**src/rtl/oled_text_buffer_if.sv**
```systemverilog
// Byte-stream port for the OLED text buffer: a source pushes characters, the buffer applies them.
interface oled_text_buffer_if;
  logic [7:0] i_CHAR;
  logic       i_CHAR_VALID;
  logic       o_CHAR_READY;

  modport master (output i_CHAR, output i_CHAR_VALID, input o_CHAR_READY);
  modport slave  (input i_CHAR, input i_CHAR_VALID, output o_CHAR_READY);
endinterface

```
**src/rtl/oled_text_buffer.sv**
```systemverilog
// Character terminal in front of OLED_interface: edits a live text screen and hands
// tear-free snapshots to the display with a start/ready refresh handshake.
module oled_text_buffer #(
  parameter int NUM_ASCII_COL = 12,
  parameter int NUM_ASCII_ROW = 8,
  parameter int BUSY_TIMEOUT  = 16
) (
  input  logic                                   i_CLK,
  input  logic                                   i_RST,
  oled_text_buffer_if.slave                      char_bus,
  input  logic                                   i_CLEAR,
  input  logic                                   i_READY,
  output logic                                   o_START,
  output logic [NUM_ASCII_COL*NUM_ASCII_ROW*8-1:0] o_ASCII,
  output logic [3:0]                             o_CURSOR_COL,
  output logic [2:0]                             o_CURSOR_ROW,
  output logic                                   o_DIRTY,
  output logic [3:0]                             o_FSM_STATE
);
  localparam int TOTAL = NUM_ASCII_COL * NUM_ASCII_ROW;
  localparam int W     = TOTAL * 8;
  localparam int ROW_W = NUM_ASCII_COL * 8;
  localparam int IDX_W = $clog2(TOTAL);
  localparam int TMO_W = $clog2(BUSY_TIMEOUT + 1);
  localparam logic [3:0]       LAST_COL = 4'(NUM_ASCII_COL - 1);
  localparam logic [2:0]       LAST_ROW = 3'(NUM_ASCII_ROW - 1);
  localparam logic [IDX_W-1:0] LAST_IDX = IDX_W'(TOTAL - 1);
  localparam logic [TMO_W-1:0] LAST_TMO = TMO_W'(BUSY_TIMEOUT - 1);

  typedef enum logic [1:0] {S_IDLE, S_RUN, S_CLEAR} edit_state_t;
  typedef enum logic [1:0] {R_IDLE, R_WAIT_BUSY, R_WAIT_DONE} ref_state_t;

  edit_state_t      edit_state, edit_next;
  ref_state_t       ref_state, ref_next;
  logic [W-1:0]     live, live_d, shadow;
  logic [3:0]       col, col_d;
  logic [2:0]       row, row_d;
  logic [IDX_W-1:0] clr_idx, clr_idx_d;
  logic [TMO_W-1:0] tmo, tmo_d;
  logic             dirty, dirty_set, start, timeout;
  logic             wr_en, do_scroll;
  logic [7:0]       wr_char, ch;
  int               wr_idx, cur_idx;

  // Valid/ready: a byte transfers on any rising edge where i_CHAR_VALID and
  // o_CHAR_READY are both high; the source may hold or change i_CHAR otherwise.
  assign ch = char_bus.i_CHAR;

  always_comb begin
    edit_next = edit_state;
    live_d    = live;
    col_d     = col;
    row_d     = row;
    clr_idx_d = clr_idx;
    dirty_set = 1'b0;
    wr_en     = 1'b0;
    wr_char   = 8'h20;
    do_scroll = 1'b0;
    cur_idx   = int'(row) * NUM_ASCII_COL + int'(col);
    wr_idx    = cur_idx;
    case (edit_state)
      S_IDLE: edit_next = S_RUN;
      S_RUN: begin
        if (i_CLEAR) begin
          edit_next = S_CLEAR;
          clr_idx_d = '0;
        end else if (char_bus.i_CHAR_VALID) begin
          if (ch >= 8'h20 && ch <= 8'h7E) begin
            wr_en     = 1'b1;
            wr_char   = ch;
            dirty_set = 1'b1;
            if (col == LAST_COL) begin
              col_d = '0;
              if (row == LAST_ROW) do_scroll = 1'b1;
              else row_d = row + 3'd1;
            end else begin
              col_d = col + 4'd1;
            end
          end else if (ch == 8'h0D) begin
            col_d = '0;
          end else if (ch == 8'h0A) begin
            col_d = '0;
            if (row == LAST_ROW) begin
              do_scroll = 1'b1;
              dirty_set = 1'b1;
            end else begin
              row_d = row + 3'd1;
            end
          end else if (ch == 8'h08 && (col != '0 || row != '0)) begin
            // The cell left of the cursor is always linear index - 1, even across a row.
            wr_en     = 1'b1;
            wr_idx    = cur_idx - 1;
            dirty_set = 1'b1;
            if (col != '0) begin
              col_d = col - 4'd1;
            end else begin
              row_d = row - 3'd1;
              col_d = LAST_COL;
            end
          end
        end
      end
      S_CLEAR: begin
        wr_en  = 1'b1;
        wr_idx = int'(clr_idx);
        if (clr_idx == LAST_IDX) begin
          edit_next = S_RUN;
          col_d     = '0;
          row_d     = '0;
          dirty_set = 1'b1;
        end else begin
          clr_idx_d = clr_idx + 1'b1;
        end
      end
      default: edit_next = S_IDLE;
    endcase
    if (wr_en) live_d[(TOTAL - 1 - wr_idx) * 8 +: 8] = wr_char;
    if (do_scroll) live_d = {live_d[W-ROW_W-1:0], {NUM_ASCII_COL{8'h20}}};
  end

  always_comb begin
    ref_next = ref_state;
    tmo_d    = tmo;
    start    = 1'b0;
    timeout  = 1'b0;
    case (ref_state)
      R_IDLE: begin
        if (dirty && i_READY && edit_state != S_CLEAR) begin
          start    = 1'b1;
          ref_next = R_WAIT_BUSY;
          tmo_d    = '0;
        end
      end
      R_WAIT_BUSY: begin
        if (!i_READY) begin
          ref_next = R_WAIT_DONE;
        end else if (tmo == LAST_TMO) begin
          // Display never acknowledged: give up and re-arm so the snapshot is resent.
          ref_next = R_IDLE;
          timeout  = 1'b1;
        end else begin
          tmo_d = tmo + 1'b1;
        end
      end
      R_WAIT_DONE: if (i_READY) ref_next = R_IDLE;
      default: ref_next = R_IDLE;
    endcase
  end

  always_ff @(posedge i_CLK or negedge i_RST) begin
    if (!i_RST) begin
      edit_state <= S_IDLE;
      ref_state  <= R_IDLE;
      live       <= {TOTAL{8'h20}};
      shadow     <= {TOTAL{8'h20}};
      col        <= '0;
      row        <= '0;
      clr_idx    <= '0;
      tmo        <= '0;
      dirty      <= 1'b0;
    end else begin
      edit_state <= edit_next;
      ref_state  <= ref_next;
      live       <= live_d;
      col        <= col_d;
      row        <= row_d;
      clr_idx    <= clr_idx_d;
      tmo        <= tmo_d;
      // A coincident edit wins over the snapshot's clear so the change is not lost.
      dirty      <= (dirty_set || timeout) ? 1'b1 : (start ? 1'b0 : dirty);
      if (start) shadow <= live;
    end
  end

  assign char_bus.o_CHAR_READY = (edit_state == S_RUN);
  assign o_START      = start;
  assign o_ASCII      = shadow;
  assign o_CURSOR_COL = col;
  assign o_CURSOR_ROW = row;
  assign o_DIRTY      = dirty;
  assign o_FSM_STATE  = {edit_state, ref_state};
endmodule

```
**src/flat_wrapper.sv**
```systemverilog
// flat-port wrapper written by rule: the top's interface ports become plain ports
module oled_text_buffer_flat 
#(
  parameter int NUM_ASCII_COL = 12,
  parameter int NUM_ASCII_ROW = 8,
  parameter int BUSY_TIMEOUT  = 16
)
  (i_CLK, i_RST, i_CLEAR, i_READY, o_START, o_ASCII, o_CURSOR_COL, o_CURSOR_ROW, o_DIRTY, o_FSM_STATE, char_bus_i_CHAR, char_bus_i_CHAR_VALID, char_bus_o_CHAR_READY);
  oled_text_buffer_if char_bus_i ();
  input  logic i_CLK;
  input  logic i_RST;
  input  logic i_CLEAR;
  input  logic i_READY;
  output logic o_START;
  output logic [NUM_ASCII_COL*NUM_ASCII_ROW*8-1:0] o_ASCII;
  output logic [3:0] o_CURSOR_COL;
  output logic [2:0] o_CURSOR_ROW;
  output logic o_DIRTY;
  output logic [3:0] o_FSM_STATE;
  input wire logic [$bits(char_bus_i.i_CHAR)-1:0] char_bus_i_CHAR;
  input wire logic [$bits(char_bus_i.i_CHAR_VALID)-1:0] char_bus_i_CHAR_VALID;
  output wire logic [$bits(char_bus_i.o_CHAR_READY)-1:0] char_bus_o_CHAR_READY;
  assign char_bus_i.i_CHAR = char_bus_i_CHAR;
  assign char_bus_i.i_CHAR_VALID = char_bus_i_CHAR_VALID;
  assign char_bus_o_CHAR_READY = char_bus_i.o_CHAR_READY;
  oled_text_buffer #(.NUM_ASCII_COL(NUM_ASCII_COL), .NUM_ASCII_ROW(NUM_ASCII_ROW), .BUSY_TIMEOUT(BUSY_TIMEOUT)) u_core (.i_CLK(i_CLK), .i_RST(i_RST), .char_bus(char_bus_i), .i_CLEAR(i_CLEAR), .i_READY(i_READY), .o_START(o_START), .o_ASCII(o_ASCII), .o_CURSOR_COL(o_CURSOR_COL), .o_CURSOR_ROW(o_CURSOR_ROW), .o_DIRTY(o_DIRTY), .o_FSM_STATE(o_FSM_STATE));
endmodule
```
**config.mk**
```make
export PLATFORM = sky130hd
export DESIGN_NAME = oled_text_buffer_flat
export DESIGN_NICKNAME = d
export VERILOG_FILES = /design/src/rtl/oled_text_buffer_if.sv /design/src/rtl/oled_text_buffer.sv /design/src/flat_wrapper.sv
export SDC_FILE = /design/constraint.sdc
export NUM_CORES = 2
export LEC_CHECK = 0
export ABC_AREA = 1
export CAP_MARGIN = 20
export CORE_UTILIZATION = 40
export CTS_CLUSTER_SIZE = 8
export DETAILED_ROUTE_END_ITERATION = 10
export GPL_TIMING_DRIVEN = 0
export HOLD_SLACK_MARGIN = 0.15
export PLACE_DENSITY_LB_ADDON = 0.08
export SYNTH_ARGS = -nofsm -noshare
export SYNTH_HDL_FRONTEND = slang
export SYNTH_SLANG_ARGS = --single-unit
```
**constraint.sdc**
```tcl
create_clock -name i_CLK -period 4.1 [get_ports i_CLK]
set_input_delay 0.615 -clock i_CLK [delete_from_list [all_inputs] [get_ports i_CLK]]
set_output_delay 0.615 -clock i_CLK [all_outputs]
set_load 0.05 [all_outputs]
```
==> reports/qor.csv <==
metric,value,unit
crit start category,flop,
GRT Util Overall,45.87,%
Synth warnings,0,
timing-limited maximum frequency,185.0,MHz
syn_nets,8578,
PD cells,988.0,mW/mm^2
Die ar.,0.1765,sq mm
DP Wirelength,322200,microns
first-pass GRT wire length,547200,microns
Seq cells post-synth,1560,
Vias,71866,
routed vias/inst,5.730,
RSZ-0062 raised after global routing,true,
CTS tree,built,
post-synth cell types,61,
multi-input logic area,0.02996,sq mm
maxcap violations,0,
Net Sw Frac,51.29,%
WP data arrival,6.22,ns
Max Buffers Root-to-Sink,3,
Hold WC Path Type,in -> async,
largest net degree at the start of global routing,175,
Clock Latency Late Sink,0.90,ns
DRC,0,
post-synthesis mux area share,0.3292,%
Util after Layout,55.91,%
final hold vios,0,
Setup Crit Path Kind,reg -> reg,
total power,0.09602,W
Die W,420.1,microns
VDD IR max,0.001076,V
Post-synth EDFFs,0,
Synth Area in Compound Gates,8.837,%
ys flop type,dfrtp_1,
sw power,0.04924,W
IO Count,795,
storage element area,0.03929,sq mm
simple-gate area share of the yosys netlist,27.86,%
register area share after synthesis,56.17,%
Int Pwr,0.04677,W
worst clock skew,0.05408,ns
Syn Inst Count,8542,
Placed Area,0.08305,sq mm
remaining antenna violation count,0,
Clock power frac,17.9,%
Synth Area in XOR/XNOR,0.1628,%
most frequent cells in the layout,"nand2_1, dfrtp_1, clkdlybuf4s50_1, o21ai_0, nand3_1",
CP endpoint kind,flop,
clk sinks,1560,
Tcrit/Tclk final,131.8,%
Filler cells,16254,
Adder-Cell Fraction of Synth Area,0.4330,%
largest family of logic cells by synthesized area,simple AND/OR/NAND/NOR gates,
dpl ws,-4.087,ns
"CTS clk-pin slew, worst paths",0.06,ns
Worst Slack Setup Final,-1.305,ns
routed wire length,414700,microns
Final Slew Violations,0,
WP data required,4.92,ns
Core Rows,153,
DR pass1 iterations,8,
minimum clock period,5.405,ns
total gr overflow,0,
status,"finished, violations left",
routed len/inst,33.06,microns
number of global-route vias before repair,66927,
Slew HR,7.642,%
DR iter-0 viols,9547,
CTS buffer count,214,
fin area,0.09718,sq mm
# port buffers,794,
Comb pwr share,53.7,%
Worst Max-Slew Pin Slew,1.385,ns
Final Net Count,10046,
Root Buffer,clkbuf_16,
die height,420.1,microns
P&R area growth vs syn,38.97,%
CTS H-tree lvls,4,
initial antenna violation count,27,
syn avg cell area,8.187,sq um
core area,0.1738,sq mm
P_leak,46.31,nW
share of cells above drive strength 1,17.89,%
Seq pwr share,28.3,%
Initial Util,40.23,%
failing checks,negative setup slack,
"commonest non-fill, non-tap cell in the layout",nand2_1,
Async SR Flop Fraction,100.0,%
Crit Path Max Fanout,10,
Post-Syn Area,0.06993,sq mm
final setup violation count,1310,
routability cong.,1.048,
per-stage QoR:
step	hold WS (ns)	instances	TNS (ns)
floorplan	0.3194	8542	-197.46
global placement	0.4529	11661	-
detailed placement	0.4548	11720	-2273.44
CTS	0.3158	12371	-801.66
global route	0.3658	12520	-1030.54
finish	0.3411	12542	-929.76
layer usage:
| layer | vias up | global-route usage (%) | part of all wire [%] |
|---|---|---|---|
| met5 | - | 0 | 0.024 |
| met4 | 14 | 35.99 | 10 |
| met3 | 1191 | 11.05 | 9.7 |
| met2 | 4333 | 68.07 | 43 |
| met1 | 35774 | 57.40 | 37 |
| li1 | 30554 | - | - |
flip-flops by register name, summed over array words and instances, names as in the netlist:
name                 cells
u_core.o_CURSOR_ROW      3
u_core.edit_state        2
u_core.o_CURSOR_COL      4
u_core.o_DIRTY           1
u_core.live            768
u_core.o_ASCII         768
u_core.ref_state         2
u_core.clr_idx           7
u_core.tmo               5
cell type report:
cell class / count / share of cell area, %
Tap cell: 2325 / 2.993
Clock inverter: 15 / 0.2948
Inverter: 669 / 3.077
Timing Repair Buffer: 1247 / 13.74
Multi-Input combinational cell: 5864 / 30.83
Sequential cell: 1560 / 40.43
Antenna cell: 26 / 0.06695
Buffer: 454 / 2.337
Clock buffer: 382 / 6.234
path summary, 6_finish.rpt:
check / start / to / slack, ns / cells past startpoint
worst max-delay path: u_core.edit_state[0] / u_core.live[166] / -1.30 / 16
worst min-delay path: i_RST / u_core.o_ASCII[735] / 0.34 / 2
worst max register to register: u_core.edit_state[0] / u_core.live[166] / -1.30 / 16
worst min register to register: u_core.live[1] / u_core.o_ASCII[1] / 0.46 / 2
max in group asynchronous: i_RST / u_core.live[32] / 0.58 / 6
min in group i_CLK: i_READY / u_core.ref_state[1] / 0.37 / 2
power by group through the flow:
stage,Combinational [W],Clock [W],Sequential (W)
final,0.0516,0.0172,0.0272
after detailed placement,0.0439,0,0.0272
after CTS,0.0476,0.0172,0.0270
after global routing,0.0534,0.0179,0.0275
after floorplan,0.0157,0,0.0359
after global placement,0.0431,0,0.0275
logic make-up (layout without fill, tap and decap cells):
group                    count (synthesis)  count (layout)
adder cells (fa/ha/maj)                 23              23
AND/OR/NAND/NOR                       4684            4689
AO/OA/AOI/OAI                         1119            1119
buffers and inverters                 1123            2767
other                                    0              26
multiplexers                            23              23
XOR/XNOR                                10              10
flip-flops                            1560            1560
worst max-delay path, stage by stage, from the launching register on:
cell and delay [ns]:
dfrtp_2 0.43, inv_1 0.10, ha_1 0.24, clkbuf_1 0.61
a21oi_1 0.23, a21oi_4 0.41, nand2_1 0.15, nor2_4 0.19
xor2_4 0.45, buf_2 0.45, buf_2 0.54, nand3_2 0.61
nor2_2 0.48, nand2_1 0.09, o21ai_0 0.14, nand2_1 0.11
o21ai_1 0.09
Yosys cell counts, drive strengths merged, types with 9 or more instances:
master / n / area [sq um]
nand2: 3388 / 12800
dfrtp: 1368 / 34230
o21ai: 881 / 4458
nand3: 780 / 3951
inv: 661 / 2484
nor2: 353 / 1604
clkbuf: 313 / 1175
dfstp: 192 / 5045
o211ai: 169 / 1269
buf: 141 / 655.6
nand4: 101 / 740.7
a21oi: 35 / 190.2
nor3: 30 / 155.1
mux2i: 23 / 230.2
ha: 21 / 262.8
nor4: 17 / 106.4
or2: 11 / 68.82
xor2: 9 / 105.1
what timing repair did:
| item | CTS | global route |
|---|---|---|
| resized for setup | 479 | 508 |
| pin swaps | 96 | 120 |
| endpoints found under the hold margin | 78 | 0 |
| buffers inserted | 251 | 123 |
| hold buffers | 1 | 0 |
| endpoints found under the setup margin | 1479 | 1304 |
| cloned | 2 | 17 |
Power figures use the tool's default switching activity.
